==> src/rtl/keycode_motion_ctrl_if.sv <==
// Keycode-to-motion bus: frame pacing and raw keycode in, filtered key and
// game controls out.
interface keycode_motion_ctrl_if #(
  parameter int VW = 8
);
  logic                 frame_tick;
  logic [7:0]           keycode;
  logic [7:0]           key_filtered;
  logic signed [VW-1:0] velocity_x;
  logic [1:0]           move_state;
  logic                 paused;
  logic                 restart_pulse;

  modport master (
    output frame_tick, keycode,
    input  key_filtered, velocity_x, move_state, paused, restart_pulse
  );

  modport slave (
    input  frame_tick, keycode,
    output key_filtered, velocity_x, move_state, paused, restart_pulse
  );
endinterface

==> src/rtl/keycode_motion_ctrl.sv <==
// Keycode deglitcher and doodler motion controller: turns the SoC keycode
// into a debounced key, a frame-paced horizontal velocity with acceleration
// and friction, a pause level and a restart pulse.
module keycode_motion_ctrl #(
  parameter logic [7:0] KEY_LEFT    = 8'h04,
  parameter logic [7:0] KEY_RIGHT   = 8'h07,
  parameter logic [7:0] KEY_PAUSE   = 8'h2C,
  parameter logic [7:0] KEY_RESTART = 8'h15,
  parameter int         DEB_CYCLES  = 4,
  parameter int         VW          = 8,
  parameter int         VMAX        = 6,
  parameter int         ACCEL       = 1,
  parameter int         FRIC        = 1
) (
  input logic                  Clk,
  input logic                  Reset,
  keycode_motion_ctrl_if.slave bus
);

  typedef enum logic [1:0] {
    IDLE  = 2'd0,
    ACC_L = 2'd1,
    ACC_R = 2'd2,
    COAST = 2'd3
  } state_t;

  // One guard bit so accelerate/decay never wraps before clamping.
  localparam int SW = VW + 1;
  localparam logic signed [SW-1:0] VMAX_S  = SW'(VMAX);
  localparam logic signed [SW-1:0] ACCEL_S = SW'(ACCEL);
  localparam logic signed [SW-1:0] FRIC_S  = SW'(FRIC);
  localparam logic [3:0] STAB_MAX  = 4'(DEB_CYCLES - 1);
  localparam logic [3:0] STAB_FIRE = 4'(DEB_CYCLES - 2);

  logic [7:0]           kc_q;
  logic [7:0]           kc_prev;
  logic [3:0]           stab;
  logic [7:0]           key_filtered;
  logic [7:0]           kf_d;
  logic signed [VW-1:0] velocity_x;
  state_t               state;
  logic                 paused;
  logic                 restart_pulse;

  logic                 new_key;
  logic                 pause_evt;
  logic                 restart_evt;
  logic signed [SW-1:0] vel_ext;
  logic signed [VW-1:0] vel_left;
  logic signed [VW-1:0] vel_right;
  logic signed [VW-1:0] vel_fric;

  // Symmetric saturation to +/-VMAX, then narrow back to the output width.
  function automatic logic signed [VW-1:0] clamp_vel(input logic signed [SW-1:0] v);
    logic signed [SW-1:0] t;
    t = v;
    if (t > VMAX_S)
      t = VMAX_S;
    else if (t < -VMAX_S)
      t = -VMAX_S;
    return t[VW-1:0];
  endfunction

  // Friction: step toward zero by FRIC, never crossing zero.
  function automatic logic signed [VW-1:0] decay_vel(input logic signed [SW-1:0] v);
    logic signed [SW-1:0] t;
    t = '0;
    if (v > 0) begin
      t = v - FRIC_S;
      if (t < 0)
        t = '0;
    end else if (v < 0) begin
      t = v + FRIC_S;
      if (t > 0)
        t = '0;
    end
    return t[VW-1:0];
  endfunction

  // Stage 0/1: register raw keycode, count stable samples, publish filtered key.
  always_ff @(posedge Clk) begin
    if (Reset) begin
      kc_q         <= '0;
      kc_prev      <= '0;
      stab         <= '0;
      key_filtered <= '0;
      kf_d         <= '0;
    end else begin
      kc_q <= bus.keycode;
      kf_d <= key_filtered;
      if (kc_q != kc_prev) begin
        kc_prev <= kc_q;
        stab    <= '0;
      end else begin
        if (stab != STAB_MAX)
          stab <= stab + 4'd1;
        if (stab == STAB_FIRE)
          key_filtered <= kc_prev;
      end
    end
  end

  assign new_key     = (key_filtered != kf_d);
  assign pause_evt   = new_key && (key_filtered == KEY_PAUSE);
  assign restart_evt = new_key && (key_filtered == KEY_RESTART);

  assign vel_ext   = {velocity_x[VW-1], velocity_x};
  assign vel_left  = clamp_vel(vel_ext - ACCEL_S);
  assign vel_right = clamp_vel(vel_ext + ACCEL_S);
  assign vel_fric  = decay_vel(vel_ext);

  // Stage 2: motion FSM; restart wins over frame tick, pause freezes motion.
  always_ff @(posedge Clk) begin
    if (Reset) begin
      velocity_x    <= '0;
      state         <= IDLE;
      paused        <= 1'b0;
      restart_pulse <= 1'b0;
    end else begin
      restart_pulse <= restart_evt;
      if (restart_evt) begin
        velocity_x <= '0;
        state      <= IDLE;
        paused     <= 1'b0;
      end else begin
        if (pause_evt)
          paused <= ~paused;
        if (bus.frame_tick && !paused) begin
          if (key_filtered == KEY_LEFT) begin
            velocity_x <= vel_left;
            state      <= ACC_L;
          end else if (key_filtered == KEY_RIGHT) begin
            velocity_x <= vel_right;
            state      <= ACC_R;
          end else begin
            velocity_x <= vel_fric;
            state      <= (vel_fric == '0) ? IDLE : COAST;
          end
        end
      end
    end
  end

  assign bus.key_filtered  = key_filtered;
  assign bus.velocity_x    = velocity_x;
  assign bus.move_state    = state;
  assign bus.paused        = paused;
  assign bus.restart_pulse = restart_pulse;

endmodule

==> src/flat_wrapper.sv <==
// flat-port wrapper written by rule: the top's interface ports become plain ports
module keycode_motion_ctrl_flat 
#(
  parameter logic [7:0] KEY_LEFT    = 8'h04,
  parameter logic [7:0] KEY_RIGHT   = 8'h07,
  parameter logic [7:0] KEY_PAUSE   = 8'h2C,
  parameter logic [7:0] KEY_RESTART = 8'h15,
  parameter int         DEB_CYCLES  = 4,
  parameter int         VW          = 8,
  parameter int         VMAX        = 6,
  parameter int         ACCEL       = 1,
  parameter int         FRIC        = 1
)
  (Clk, Reset, bus_frame_tick, bus_keycode, bus_key_filtered, bus_velocity_x, bus_move_state, bus_paused, bus_restart_pulse);
  keycode_motion_ctrl_if #(.VW(VW)) bus_i ();
  input logic Clk;
  input logic Reset;
  input wire logic [$bits(bus_i.frame_tick)-1:0] bus_frame_tick;
  input wire logic [$bits(bus_i.keycode)-1:0] bus_keycode;
  output wire logic [$bits(bus_i.key_filtered)-1:0] bus_key_filtered;
  output wire logic [$bits(bus_i.velocity_x)-1:0] bus_velocity_x;
  output wire logic [$bits(bus_i.move_state)-1:0] bus_move_state;
  output wire logic [$bits(bus_i.paused)-1:0] bus_paused;
  output wire logic [$bits(bus_i.restart_pulse)-1:0] bus_restart_pulse;
  assign bus_i.frame_tick = bus_frame_tick;
  assign bus_i.keycode = bus_keycode;
  assign bus_key_filtered = bus_i.key_filtered;
  assign bus_velocity_x = bus_i.velocity_x;
  assign bus_move_state = bus_i.move_state;
  assign bus_paused = bus_i.paused;
  assign bus_restart_pulse = bus_i.restart_pulse;
  keycode_motion_ctrl #(.KEY_LEFT(KEY_LEFT), .KEY_RIGHT(KEY_RIGHT), .KEY_PAUSE(KEY_PAUSE), .KEY_RESTART(KEY_RESTART), .DEB_CYCLES(DEB_CYCLES), .VW(VW), .VMAX(VMAX), .ACCEL(ACCEL), .FRIC(FRIC)) u_core (.Clk(Clk), .Reset(Reset), .bus(bus_i));
endmodule
==> config.mk <==
export PLATFORM = sky130hd
export DESIGN_NAME = keycode_motion_ctrl_flat
export DESIGN_NICKNAME = d
export VERILOG_FILES = /design/src/rtl/keycode_motion_ctrl_if.sv /design/src/rtl/keycode_motion_ctrl.sv /design/src/flat_wrapper.sv
export SDC_FILE = /design/constraint.sdc
export NUM_CORES = 1
export LEC_CHECK = 0
export BUFFER_PORTS_ARGS = -buffer_cell sky130_fd_sc_hd__buf_2
export CAP_MARGIN = 20
export CORE_MARGIN = 3
export CORE_UTILIZATION = 34
export CTS_CLUSTER_DIAMETER = 40
export DETAILED_ROUTE_END_ITERATION = 16
export GPL_ROUTABILITY_DRIVEN = 0
export SLEW_MARGIN = 10
export SYNTH_ARGS = -nofsm -noshare
export SYNTH_HDL_FRONTEND = slang
export SYNTH_SLANG_ARGS = --single-unit
==> constraint.sdc <==
create_clock -name Clk -period 3.3 [get_ports Clk]
set_input_delay 0.99 -clock Clk [delete_from_list [all_inputs] [get_ports Clk]]
set_output_delay 0.99 -clock Clk [all_outputs]
set_load 0.02 [all_outputs]
==> metrics.txt <==
Setup Fix Bufs, Post-CTS=0; H-tree depth=2; syn_area_per_cell=8.27 um2; CP max-delay cell=nor3b_4; largest net degree at the start of global routing=28; vias in the first global route=2463; Total Routing Usage GR=0.148; Max Cap Viol=0; Ys Warns=0; Post-Route Setup TNS=0 ns; switching power=0.000716 W; Slew headroom=0.507; post-synth top area cell=dfxtp_1; layout cells sized above 1=0.161; Critical Path Fanout Max=14; Reg clk slew, reported paths=around 0.090 ns; worst-margin pin slew=0.737 ns; full die area=0.00960 mm2; design area=0.00323 mm2; synthesized flop and latch total=48; Net Count, Synth=364; share of the synthesized area in the top cell type=0.334; Slew Limit Fails=0; cells on worst reg2reg path=8; Leakage Power=between 1 and 1.5 nW; critical path launch point type=register; sequential area share after synthesis=0.334; clk buf depth=2; Vias=between 2000 and 3000; Iter 0 DRT Violations=between 200 and 300; CTS tree=done; number of distinct library cells after synthesis=61; Starting Density=0.361; WP data arrival=3.07 ns; Top FF cell, synth=dfxtp_1; reg-to-reg endpoint=u_core.bus.velocity_x[1]; CP dominant cell by count=a21oi_1; global-route wire length before repair=11900 um; min-delay src=u_core.kc_q[1]; area post-placement=slightly above 0.003 mm2; hold buffer count at cts=0; # IOs=31; row cnt=32; run status=complete, no violations; Hold EP=u_core.kc_prev[1]; clock network fraction of design power=0.264; core area=0.00797 mm2; Hold Fails Final Rpt=0; number of synthesized flops with an enable pin=0; combinational power share=0.375; # setup viols final=0; multi-input logic area=0.00177 mm2; DR vias/cell=5.55; switching share of power=0.377; first-pass iteration count of the detailed router=5; number of diodes=0; Storage cell area=961 um2; routed len/inst=15.3 um; Antenna Nets Post-Route=0; final period utilization=0.870; final WL=between 7000 and 8000 um; Max rail drop VDD=between 0.2 and 0.25 mV; Hold Path Stages=1; top cells by area, synth=dfxtp_1 33%, nor2b_1 6.5%, nor2_1 4.8%; Die H=approximately 100 um; synthesized area=0.00288 mm2; clk_lat worst skew=0.30 ns; CTS Buf Count=5; synthesized netlist cell count=348; Root Buffer=clkbuf_8; Place WS=0.511 ns; Seq pwr share=0.361; ys async rst share=0; minimum clock period=2.87 ns; flop2flop setup slack=0.43 ns; GR Overflow Total=0; power density over the cells=589 mW/mm2; post-cts gate resize count=0; Final HPWL DP=5390 um; hold_ws=0.476 ns; Num Clock Sinks=between 40 and 50; Buf/Inv on CP=1; CP endpoint kind=register; Area Overhead vs Synth=12.1%; Layout Skew=0.0108 ns; post-layout util=0.405; post-route setup slack=0.428 ns; Data required, critical path=3.50 ns; worst r2r src=u_core.bus.velocity_x[0]; worst path cell trace=inv_1 > ha_1 > nor3b_4 > a21oi_1 > a21oi_1 > a21oi_1 > a22o_1 > a211oi_1; Hold WC Path Type=register to register; kind of critical path=register to register; Max stage delay on crit path=0.49 ns; Buffers on Ports=30; initial antenna violation count=0; Max Freq=348 MHz; # fillers=about 820; DRC errors left=0; Chip Width=98.0 um; nets=382; P_int=between 0.001 and 0.0015 W; unrepaired setup endpoints after global routing=no; critical path's top delay family=compound AO/OA/AOI/OAI gates
[synthesized netlist by cell type (all sizes together) (10+ instances only)]
library cell and number:
mux2i 11, dfxtp 48, nand3 11, xor2 10, clkbuf 14, a21oi 20, o21ai 19, nand2 12
buf 11, inv 10, xnor2 12, nor2b 30, nor2 37
[power by group through the flow]
stage	Sequential, W	Combinational [W]	Clock, W
floorplan	0.000676	0.000546	0
global placement	0.000697	0.000705	0
detailed placement	0.000697	0.000698	0
CTS	0.000685	0.000701	0.000513
global route	0.000696	0.000777	0.000537
finish	0.000686	0.000714	0.000501
[worst reg2reg max path: cells and delay by family (launching register included)]
kind / cells / cell delay, ns
AOI/OAI and AO/OA: 5 / 1.19
and+or+nand+nor: 1 / 0.49
adders and majority gates: 1 / 0.48
DFF: 1 / 0.44
buffers and inverters: 1 / 0.18
[logic make-up after synthesis]
| group | Yosys count | share of synthesized area |
|---|---|---|
| AOI/OAI and AO/OA | 81 | 0.196 |
| DFF | 48 | 0.334 |
| xor gates and xnor gates | 22 | 0.0670 |
| and+or+nand+nor | 145 | 0.288 |
| buffers and inverters | 35 | 0.0518 |
| adders and majority gates | 5 | 0.0217 |
| muxes | 12 | 0.0422 |
[stage by stage]
step | std cells | power, W
finish | 469 | 0.00190
global route | 469 | 0.00201
CTS | 469 | 0.00190
detailed placement | 461 | 0.00139
global placement | 461 | 0.00140
floorplan | 348 | 0.00122
[registers in the layout (all words and copies together), names as in the netlist, 2 cells and up]
| name | count |
|---|---|
| u_core.bus.key_filtered | 8 |
| u_core.bus.velocity_x | 8 |
| u_core.kc_prev | 8 |
| u_core.kc_q | 8 |
| u_core.kf_d | 8 |
| u_core.stab | 4 |
| u_core.bus.move_state | 2 |
[worst max-delay path by stage]
stage	startpoint	endpoint	slack [ns]	cells after the start
global placement	u_core.bus.velocity_x[0]	u_core.bus.velocity_x[1]	0.53	8
detailed placement	u_core.bus.velocity_x[0]	u_core.bus.velocity_x[1]	0.51	8
floorplan	u_core.bus.velocity_x[0]	u_core.bus.velocity_x[1]	0.79	9
global route	u_core.bus.velocity_x[0]	u_core.bus.velocity_x[1]	0.19	8
finish	u_core.bus.velocity_x[0]	u_core.bus.velocity_x[1]	0.43	8
CTS	u_core.bus.velocity_x[0]	u_core.bus.velocity_x[1]	0.50	8
[area by class of cell]
class / instances / share of cell area
clock buffer: 5 / 0.0213
clock inverter: 3 / 0.0213
inverter: 10 / 0.0116
multi-input combinational: 265 / 0.548
sequential: 48 / 0.298
tap: 102 / 0.0396
timing repair buffer: 36 / 0.0605
[metal layers]
| layer | part of all wire | global-route usage | vias to the layer above | wire, um |
|---|---|---|---|---|
| li1 | - | - | 1290 | - |
| met1 | 0.47 | 0.206 | 1174 | 3340 |
| met2 | 0.42 | 0.224 | 120 | 2990 |
| met3 | 0.094 | 0.0443 | 17 | 675 |
| met4 | 0.023 | 0.0405 | 0 | 164 |
| met5 | 0 | 0 | - | 0 |
[layout by cell type (no fill, tap or decap), types with 3 or more instances in the layout]
| master | instances |
|---|---|
| a31oi_1 | 5 |
| nor4b_1 | 4 |
| nor2_1 | 37 |
| nand2_1 | 12 |
| a21oi_1 | 20 |
| and3_1 | 5 |
| o221ai_1 | 3 |
| inv_1 | 10 |
| mux2i_1 | 11 |
| clkbuf_8 | 5 |
| or2_2 | 5 |
| o21ai_0 | 16 |
| nor4_1 | 6 |
| o21ai_1 | 3 |
| dfxtp_1 | 48 |
| nor3_1 | 5 |
| ha_1 | 5 |
| xnor2_1 | 12 |
| nand3_1 | 10 |
| o22ai_1 | 3 |
| buf_2 | 30 |
| buf_4 | 6 |
| nand4_1 | 8 |
| xor2_1 | 10 |
| nor2b_1 | 30 |
| a211oi_1 | 5 |
| and2_1 | 4 |
| or3_1 | 3 |
| nand2b_1 | 3 |
No activity file was read; power rests on OpenSTA's default activity.
